**config.mk**
```make
export PLATFORM = sky130hd
export DESIGN_NAME = loop_sequencer
export DESIGN_NICKNAME = d
export VERILOG_FILES = /design/src/rtl/loop_sequencer.sv
export SDC_FILE = /design/constraint.sdc
export NUM_CORES = 1
export LEC_CHECK = 0
export BUFFER_PORTS_ARGS = -buffer_cell sky130_fd_sc_hd__clkbuf_2
export CORE_MARGIN = 4
export CORE_UTILIZATION = 60
export CTS_CLUSTER_DIAMETER = 50
export CTS_CLUSTER_SIZE = 14
export DETAILED_ROUTE_END_ITERATION = 8
export PLACE_DENSITY = 0.78
export SLEW_MARGIN = 20
export SYNTH_ARGS = -nofsm -noshare
export SYNTH_HDL_FRONTEND = slang
export SYNTH_SLANG_ARGS = --single-unit
```
**constraint.sdc**
```tcl
create_clock -name clk -period 4.6 [get_ports clk]
set_input_delay 0.46 -clock clk [delete_from_list [all_inputs] [get_ports clk]]
set_output_delay 0.46 -clock clk [all_outputs]
set_load 0.05 [all_outputs]
```
**src/rtl/loop_sequencer.sv**
```systemverilog
// loop_sequencer: program-flow controller for the nested-loop stack.
// Fetches two-word loop descriptors from ro_data and pushes loops. Tracks
// the body start/end PC for each nesting level. Drives the loop-stack strobes
// and issues instruction PCs to the instruction queue.
//
// Ports:
//   clk, reset (async, active-low)
//   start/start_pc/halt_pc                 : run control
//   instr_is_loop/instr_desc_addr          : decode of the instruction at pc
//   rd_req/rd_addr/rd_valid/rd_data        : ro_data descriptor read port
//   queue_full, issue_valid/issue_pc       : instruction queue handshake
//   issue_copy_count                       : combinational copy of copy_count
//   should_increment, should_create_new_loop,
//   did_start_next_loop_iteration, did_finish_loop,
//   new_loop_iteration_count, new_loop_is_inner_independent_loop,
//   loop_done, copy_count                  : loop-stack interface
//   busy, error                            : status (error is sticky)
module loop_sequencer #(
  parameter int unsigned BITS                  = 18,
  parameter int unsigned PC_BITS               = 10,
  parameter int unsigned LOOP_LOG_CNT          = 3,
  parameter int unsigned SUPERSCALAR_LOG_WIDTH = 2
) (
  input  logic                             clk,
  input  logic                             reset,
  input  logic                             start,
  input  logic [PC_BITS-1:0]               start_pc,
  input  logic [PC_BITS-1:0]               halt_pc,
  input  logic                             instr_is_loop,
  input  logic [BITS-1:0]                  instr_desc_addr,
  output logic                             rd_req,
  output logic [BITS-1:0]                  rd_addr,
  input  logic                             rd_valid,
  input  logic [BITS-1:0]                  rd_data,
  input  logic                             queue_full,
  output logic                             issue_valid,
  output logic [PC_BITS-1:0]               issue_pc,
  output logic [SUPERSCALAR_LOG_WIDTH-1:0] issue_copy_count,
  output logic                             should_increment,
  output logic                             should_create_new_loop,
  output logic                             did_start_next_loop_iteration,
  output logic                             did_finish_loop,
  output logic [BITS-1:0]                  new_loop_iteration_count,
  output logic                             new_loop_is_inner_independent_loop,
  input  logic                             loop_done,
  input  logic [SUPERSCALAR_LOG_WIDTH-1:0] copy_count,
  output logic                             busy,
  output logic                             error
);

  localparam int unsigned DEPTH   = 1 << LOOP_LOG_CNT;
  localparam int unsigned DEPTH_W = LOOP_LOG_CNT + 1;
  localparam int unsigned LEN_W   = BITS - 1;

  typedef enum logic [2:0] {
    IDLE   = 3'd0,
    RUN    = 3'd1,
    DESC0  = 3'd2,
    DESC1  = 3'd3,
    PUSH   = 3'd4,
    UNWIND = 3'd5
  } state_t;

  state_t               state, state_nxt;
  logic [PC_BITS-1:0]   pc, pc_nxt;
  logic [DEPTH_W-1:0]   depth, depth_nxt;
  logic [LEN_W-1:0]     body_len, body_len_nxt;
  logic [PC_BITS-1:0]   start_stk [DEPTH];
  logic [PC_BITS-1:0]   end_stk   [DEPTH];

  logic                 rd_req_nxt;
  logic [BITS-1:0]      rd_addr_nxt;
  logic                 issue_valid_nxt;
  logic [PC_BITS-1:0]   issue_pc_nxt;
  logic                 inc_nxt, create_nxt, next_iter_nxt, finish_nxt;
  logic [BITS-1:0]      count_nxt;
  logic                 indep_nxt;
  logic                 error_nxt;

  logic                    push_en;
  logic [LOOP_LOG_CNT-1:0] push_idx;
  logic [LOOP_LOG_CNT-1:0] top_idx;
  logic [PC_BITS-1:0]      top_start, top_end, len_pc;
  logic                    at_top_end;
  logic                    strobe_busy;

  assign issue_copy_count = copy_count;

  assign top_idx    = LOOP_LOG_CNT'(depth - DEPTH_W'(1));
  assign push_idx   = LOOP_LOG_CNT'(depth);
  assign top_start  = start_stk[top_idx];
  assign top_end    = end_stk[top_idx];
  assign len_pc     = PC_BITS'(body_len);
  assign at_top_end = (depth != DEPTH_W'(0)) && (pc == top_end);

  // loop_done is only meaningful once the loop stack has absorbed the
  // previous jump/pop/create strobe, so end-of-body decisions wait for it.
  assign strobe_busy = did_finish_loop | did_start_next_loop_iteration | should_create_new_loop;

  // State register and all registered outputs
  always_ff @(posedge clk or negedge reset) begin
    if (!reset) begin
      state                              <= IDLE;
      pc                                 <= '0;
      depth                              <= '0;
      body_len                           <= '0;
      rd_req                             <= 1'b0;
      rd_addr                            <= '0;
      issue_valid                        <= 1'b0;
      issue_pc                           <= '0;
      should_increment                   <= 1'b0;
      should_create_new_loop             <= 1'b0;
      did_start_next_loop_iteration      <= 1'b0;
      did_finish_loop                    <= 1'b0;
      new_loop_iteration_count           <= '0;
      new_loop_is_inner_independent_loop <= 1'b0;
      busy                               <= 1'b0;
      error                              <= 1'b0;
      for (int i = 0; i < int'(DEPTH); i++) begin
        start_stk[i] <= '0;
        end_stk[i]   <= '0;
      end
    end else begin
      state                              <= state_nxt;
      pc                                 <= pc_nxt;
      depth                              <= depth_nxt;
      body_len                           <= body_len_nxt;
      rd_req                             <= rd_req_nxt;
      rd_addr                            <= rd_addr_nxt;
      issue_valid                        <= issue_valid_nxt;
      issue_pc                           <= issue_pc_nxt;
      should_increment                   <= inc_nxt;
      should_create_new_loop             <= create_nxt;
      did_start_next_loop_iteration      <= next_iter_nxt;
      did_finish_loop                    <= finish_nxt;
      new_loop_iteration_count           <= count_nxt;
      new_loop_is_inner_independent_loop <= indep_nxt;
      busy                               <= (state_nxt != IDLE);
      error                              <= error_nxt;
      if (push_en) begin
        start_stk[push_idx] <= pc + PC_BITS'(1);
        end_stk[push_idx]   <= pc + len_pc;
      end
    end
  end

  // Next-state and next-output logic
  always_comb begin
    state_nxt       = state;
    pc_nxt          = pc;
    depth_nxt       = depth;
    body_len_nxt    = body_len;
    rd_req_nxt      = 1'b0;
    rd_addr_nxt     = rd_addr;
    issue_valid_nxt = 1'b0;
    issue_pc_nxt    = issue_pc;
    inc_nxt         = 1'b0;
    create_nxt      = 1'b0;
    next_iter_nxt   = 1'b0;
    finish_nxt      = 1'b0;
    count_nxt       = new_loop_iteration_count;
    indep_nxt       = new_loop_is_inner_independent_loop;
    error_nxt       = error;
    push_en         = 1'b0;

    case (state)
      IDLE: begin
        if (start) begin
          pc_nxt    = start_pc;
          state_nxt = RUN;
        end
      end

      RUN: begin
        if (pc == halt_pc) begin
          if (depth != DEPTH_W'(0)) error_nxt = 1'b1;
          state_nxt = IDLE;
        end else if (instr_is_loop) begin
          rd_req_nxt  = 1'b1;
          rd_addr_nxt = instr_desc_addr;
          state_nxt   = DESC0;
        end else if (!queue_full && !(at_top_end && strobe_busy)) begin
          issue_valid_nxt = 1'b1;
          issue_pc_nxt    = pc;
          inc_nxt         = 1'b1;
          if (at_top_end) begin
            if (!loop_done) begin
              next_iter_nxt = 1'b1;
              pc_nxt        = top_start;
            end else begin
              finish_nxt = 1'b1;
              depth_nxt  = depth - DEPTH_W'(1);
              state_nxt  = UNWIND;
            end
          end else begin
            pc_nxt = pc + PC_BITS'(1);
          end
        end
      end

      DESC0: begin
        if (rd_valid) begin
          count_nxt   = rd_data;
          rd_req_nxt  = 1'b1;
          rd_addr_nxt = rd_addr + BITS'(1);
          state_nxt   = DESC1;
        end
      end

      DESC1: begin
        if (rd_valid) begin
          indep_nxt    = rd_data[BITS-1];
          body_len_nxt = rd_data[BITS-2:0];
          state_nxt    = PUSH;
        end
      end

      PUSH: begin
        if (new_loop_iteration_count == BITS'(0)) begin
          // Zero-trip loop: step over the body without touching the stack
          pc_nxt    = pc + len_pc + PC_BITS'(1);
          state_nxt = RUN;
        end else if (depth == DEPTH_W'(DEPTH)) begin
          error_nxt = 1'b1;
          state_nxt = IDLE;
        end else if (!queue_full) begin
          create_nxt = 1'b1;
          inc_nxt    = 1'b1;
          push_en    = 1'b1;
          depth_nxt  = depth + DEPTH_W'(1);
          pc_nxt     = pc + PC_BITS'(1);
          state_nxt  = RUN;
        end
      end

      UNWIND: begin
        // The popped loop's last instruction may also end enclosing loops
        if (!strobe_busy) begin
          if (at_top_end) begin
            if (!loop_done) begin
              next_iter_nxt = 1'b1;
              pc_nxt        = top_start;
              state_nxt     = RUN;
            end else begin
              finish_nxt = 1'b1;
              depth_nxt  = depth - DEPTH_W'(1);
            end
          end else begin
            pc_nxt    = pc + PC_BITS'(1);
            state_nxt = RUN;
          end
        end
      end

      default: state_nxt = IDLE;
    endcase
  end

endmodule

```
==> flow_metrics.py <==
metrics = {
    "pwr": {
        "p_comb_share_pct": 47.7,
        "p_int_uw": 5620,
        "ir_drop_mv": 0.664,
        "pwr-share-clk_pct": 21.8,
        "switching_share_pct": 45.4,
        "p_leak_uw": 0.00623,
        "powerDensity_mw_per_mm2": 739,
        "p_switching_uw": 4670,
        "pwr-share-seq_pct": 30.5,
    },
    "logic_synthesis": {
        "synth.top_cell.area_share_pct": 49.5,
        "synth_commonest_cells": "dfrtp_1, nand2_1, o21ai_0, clkbuf_1, nor2_1",
        "syn_inst": 1204,
        "synth-edff-count": 0,
        "synth_top_area_cell": "dfrtp_1",
        "ys_seq_elements": 242,
        "syn-cell-area_mm2": 0.0122,
        "yosys-top-cells-area": "dfrtp_1, o21ai_0, mux4_2",
        "ys_seq_area_share_pct": 49.5,
        "synth_cell_type_count": 71,
        "synth.most_common_cell": "dfrtp_1",
        "syn_avg_cell_area_um2": 10.2,
        "ys.flop_type": "dfrtp_1",
        "syn_nets": 1284,
        "async_flop_share_pct": 100,
        "synth_warnings": 0,
    },
    "critical_path": {
        "cpMostUsedCell": "inv_1",
        "endpoint_kind": "flop",
        "critical_path_class": "reg -> reg",
        "start_kind": "flop",
        "cp_cell_sequence": "inv_1 -> ha_2 -> mux4_2 -> a2bb2oi_1 -> a21bo_2 -> o22ai_1 -> inv_1 -> a41oi_2 -> mux2_2",
        "required_ns": 5.01,
        "crit_path_max_incr_delay_ns": 0.86,
        "worstPathArrival_ns": 4.20,
        "slowest_stage": "ha_2",
        "critical_path_peak_fanout": 31,
    },
    "cts": {
        "cts_tree": "yes",
        "numCtsBuffers": 26,
        "cts_resized": 0,
        "hold_buffers": 0,
        "cts_root_buf": "clkbuf_16",
        "path_clk_slew_ns": 0.06,
        "htreeDepth": 1,
        "cts.sinks": 242,
        "clockBufferDepth": 3,
        "clock_latency_ns": 0.53,
        "cts_setup_buffers": 0,
    },
    "floorplanning": {
        "die_w_um": 151,
        "die_y_um": 151,
        "rows": 51,
        "die-area_mm2": 0.0227,
        "io_pins": 122,
        "start_util_pct": 62.0,
        "coreArea_mm2": 0.0197,
    },
    "routing": {
        "wl_met3_um": 2020,
        "wl_per_cell_um": 19.9,
        "dr.first_iter.drc_count": 837,
        "drtPass1Iterations": 6,
        "vias_per_cell": 6.08,
        "route.detailed.drc": 0,
        "vias": 9543,
        "topRoutingLayerUsed": "met4",
        "wl_met1_um": 13200,
        "wl_um": 31200,
        "wl_met2_um": 14900,
        "antenna_left": 0,
    },
    "grt": {
        "overflow": 0,
        "grtUsageTotal_pct": 28.1,
        "grt_first_pass_wirelength_um": 50600,
        "grt_pass1_vias": 9599,
        "grt_max_degree": 114,
        "antenna_found_initial": 0,
    },
    "cells_and_area": {
        "layout-drive-gt1-share_pct": 22.6,
        "nFillCells": 1448,
        "multi_input_comb_area_mm2": 0.00572,
        "num_antenna_cells": 0,
        "register_area_mm2": 0.00606,
        "area_growth_pct": 14.0,
        "final_cells": 1570,
        "fin_nets": 1367,
    },
    "timing": {
        "finalCritPeriodShare_pct": 82.3,
        "hold_ws_ns": -0.00574,
        "fin_skew_ns": 0.0118,
        "finalCriticalPeriod_ns": 3.79,
        "tns_ns": 0,
        "hold_viol_final": 1,
        "tightest_slew_ns": 1.02,
        "fmax_mhz": 264,
        "rsz0062_at_grt": "false",
        "drv_slew": 0,
        "max_slew_margin_pct": 31.3,
        "finalSetupViolations": 0,
    },
    "min_path": {
        "hp-class": "in -> async",
    },
    "placement": {
        "port_buffers": 117,
        "place_inst": 1524,
        "dp_hpwl_um": 21000,
        "gp_congestion": 0.943,
    },
    "flow_run": {
        "maxCapViolations": 0,
    },
    "outcome": {
        "failed_checks": "negative hold slack",
        "outcome": "complete, but fails checks",
    },
}
[worst max-delay path, delay by kind of cell (launching register included)]
family / cells / cell delay [ns]
AO/OA/AOI/OAI: 4 / 1.21
buffers and inverters: 2 / 0.30
adder cells (fa/ha/maj): 1 / 0.86
multiplexers: 2 / 0.79
flip-flops: 1 / 0.50
[cell usage in the layout (no fill, tap or decap), types with 8 or more instances in the layout]
cell type,count
nand3_1,27
mux2i_1,29
xor2_1,18
o22ai_1,12
nor3_1,17
nand2b_1,8
nand4_1,8
nor4_1,8
nand2_1,213
dfrtp_1,241
buf_4,26
clkbuf_16,27
nor2_1,54
mux2_2,51
ha_1,13
mux4_2,36
and3_1,11
a31oi_1,8
xnor2_1,35
clkbuf_2,116
inv_1,17
a21oi_1,45
o21ai_0,173
[final cells by class]
type,count,area share [%]
clock buffers,33,5.30
clock inverters,13,1.40
inverters,19,0.512
multi-input cells,854,41.1
flip-flops and latches,242,43.5
well taps,265,2.38
repair buffers,144,5.82
[routing by layer]
metal	GRT usage, %	vias to the layer above
met5	0	-
met4	10.0	0
met3	4.03	86
met2	44.3	390
met1	40.1	4649
li1	-	4418
[state kept, by name, summed over array words and instances (netlist names), 3 cells and up]
register                  count
issue_pc                     10
state                         3
new_loop_iteration_count     18
start_stk                    80
pc                           10
body_len                     10
end_stk                      80
depth                         4
rd_addr                      18
[cell families (layout without fill, tap and decap cells)]
logic type	after synthesis	after routing	share of synthesized area, %
AOI/OAI and AO/OA	285	285	13.4
muxes	118	118	14.0
buffers and inverters	108	209	3.69
xor gates and xnor gates	54	54	3.93
DFF	242	242	49.5
and+or+nand+nor	382	382	13.9
adders and majority gates	15	15	1.60
[power groups by stage]
stage	sequential [µW]	combinational, µW	clock (µW)
floorplan	3680	3000	0
global placement	3130	4760	0
detailed placement	3150	4860	0
CTS	3120	4890	2270
global route	3190	5300	2370
finish	3140	4910	2250
[through the flow]
stage / total power, µW / cell area, µm² / setup slack, ns / util [%] / hold WS [ns]
floorplan: 6670 / 12200 / 1.22 / - / 0.164
global route: 10900 / 13900 / 0.469 / 70.6 / 0.0700
global placement: 7880 / 13000 / 0.968 / 65.9 / 0.456
detailed placement: 8010 / 13000 / 0.882 / 65.9 / 0.461
CTS: 10300 / 13900 / 0.837 / 70.6 / 0.0462
finish: 10300 / 13900 / 0.814 / 70.6 / -0.00574
[worst paths after layout]
kind                                    start  cells after the start                            end  slack (ns)
worst max-delay path                 depth[1]                      9                    issue_pc[9]        0.81
worst min-delay path                    reset                      1                  start_stk[77]      -0.006
worst max register to register       depth[1]                      9                    issue_pc[9]        0.81
worst min register to register  start_stk[14]                      2                  start_stk[14]        0.47
max in group asynchronous               reset                      2                    rd_addr[17]        3.45
min in group clk                    loop_done                      2  did_start_next_loop_iteration        0.13
Note: power is estimated with default switching activity, not from simulation.
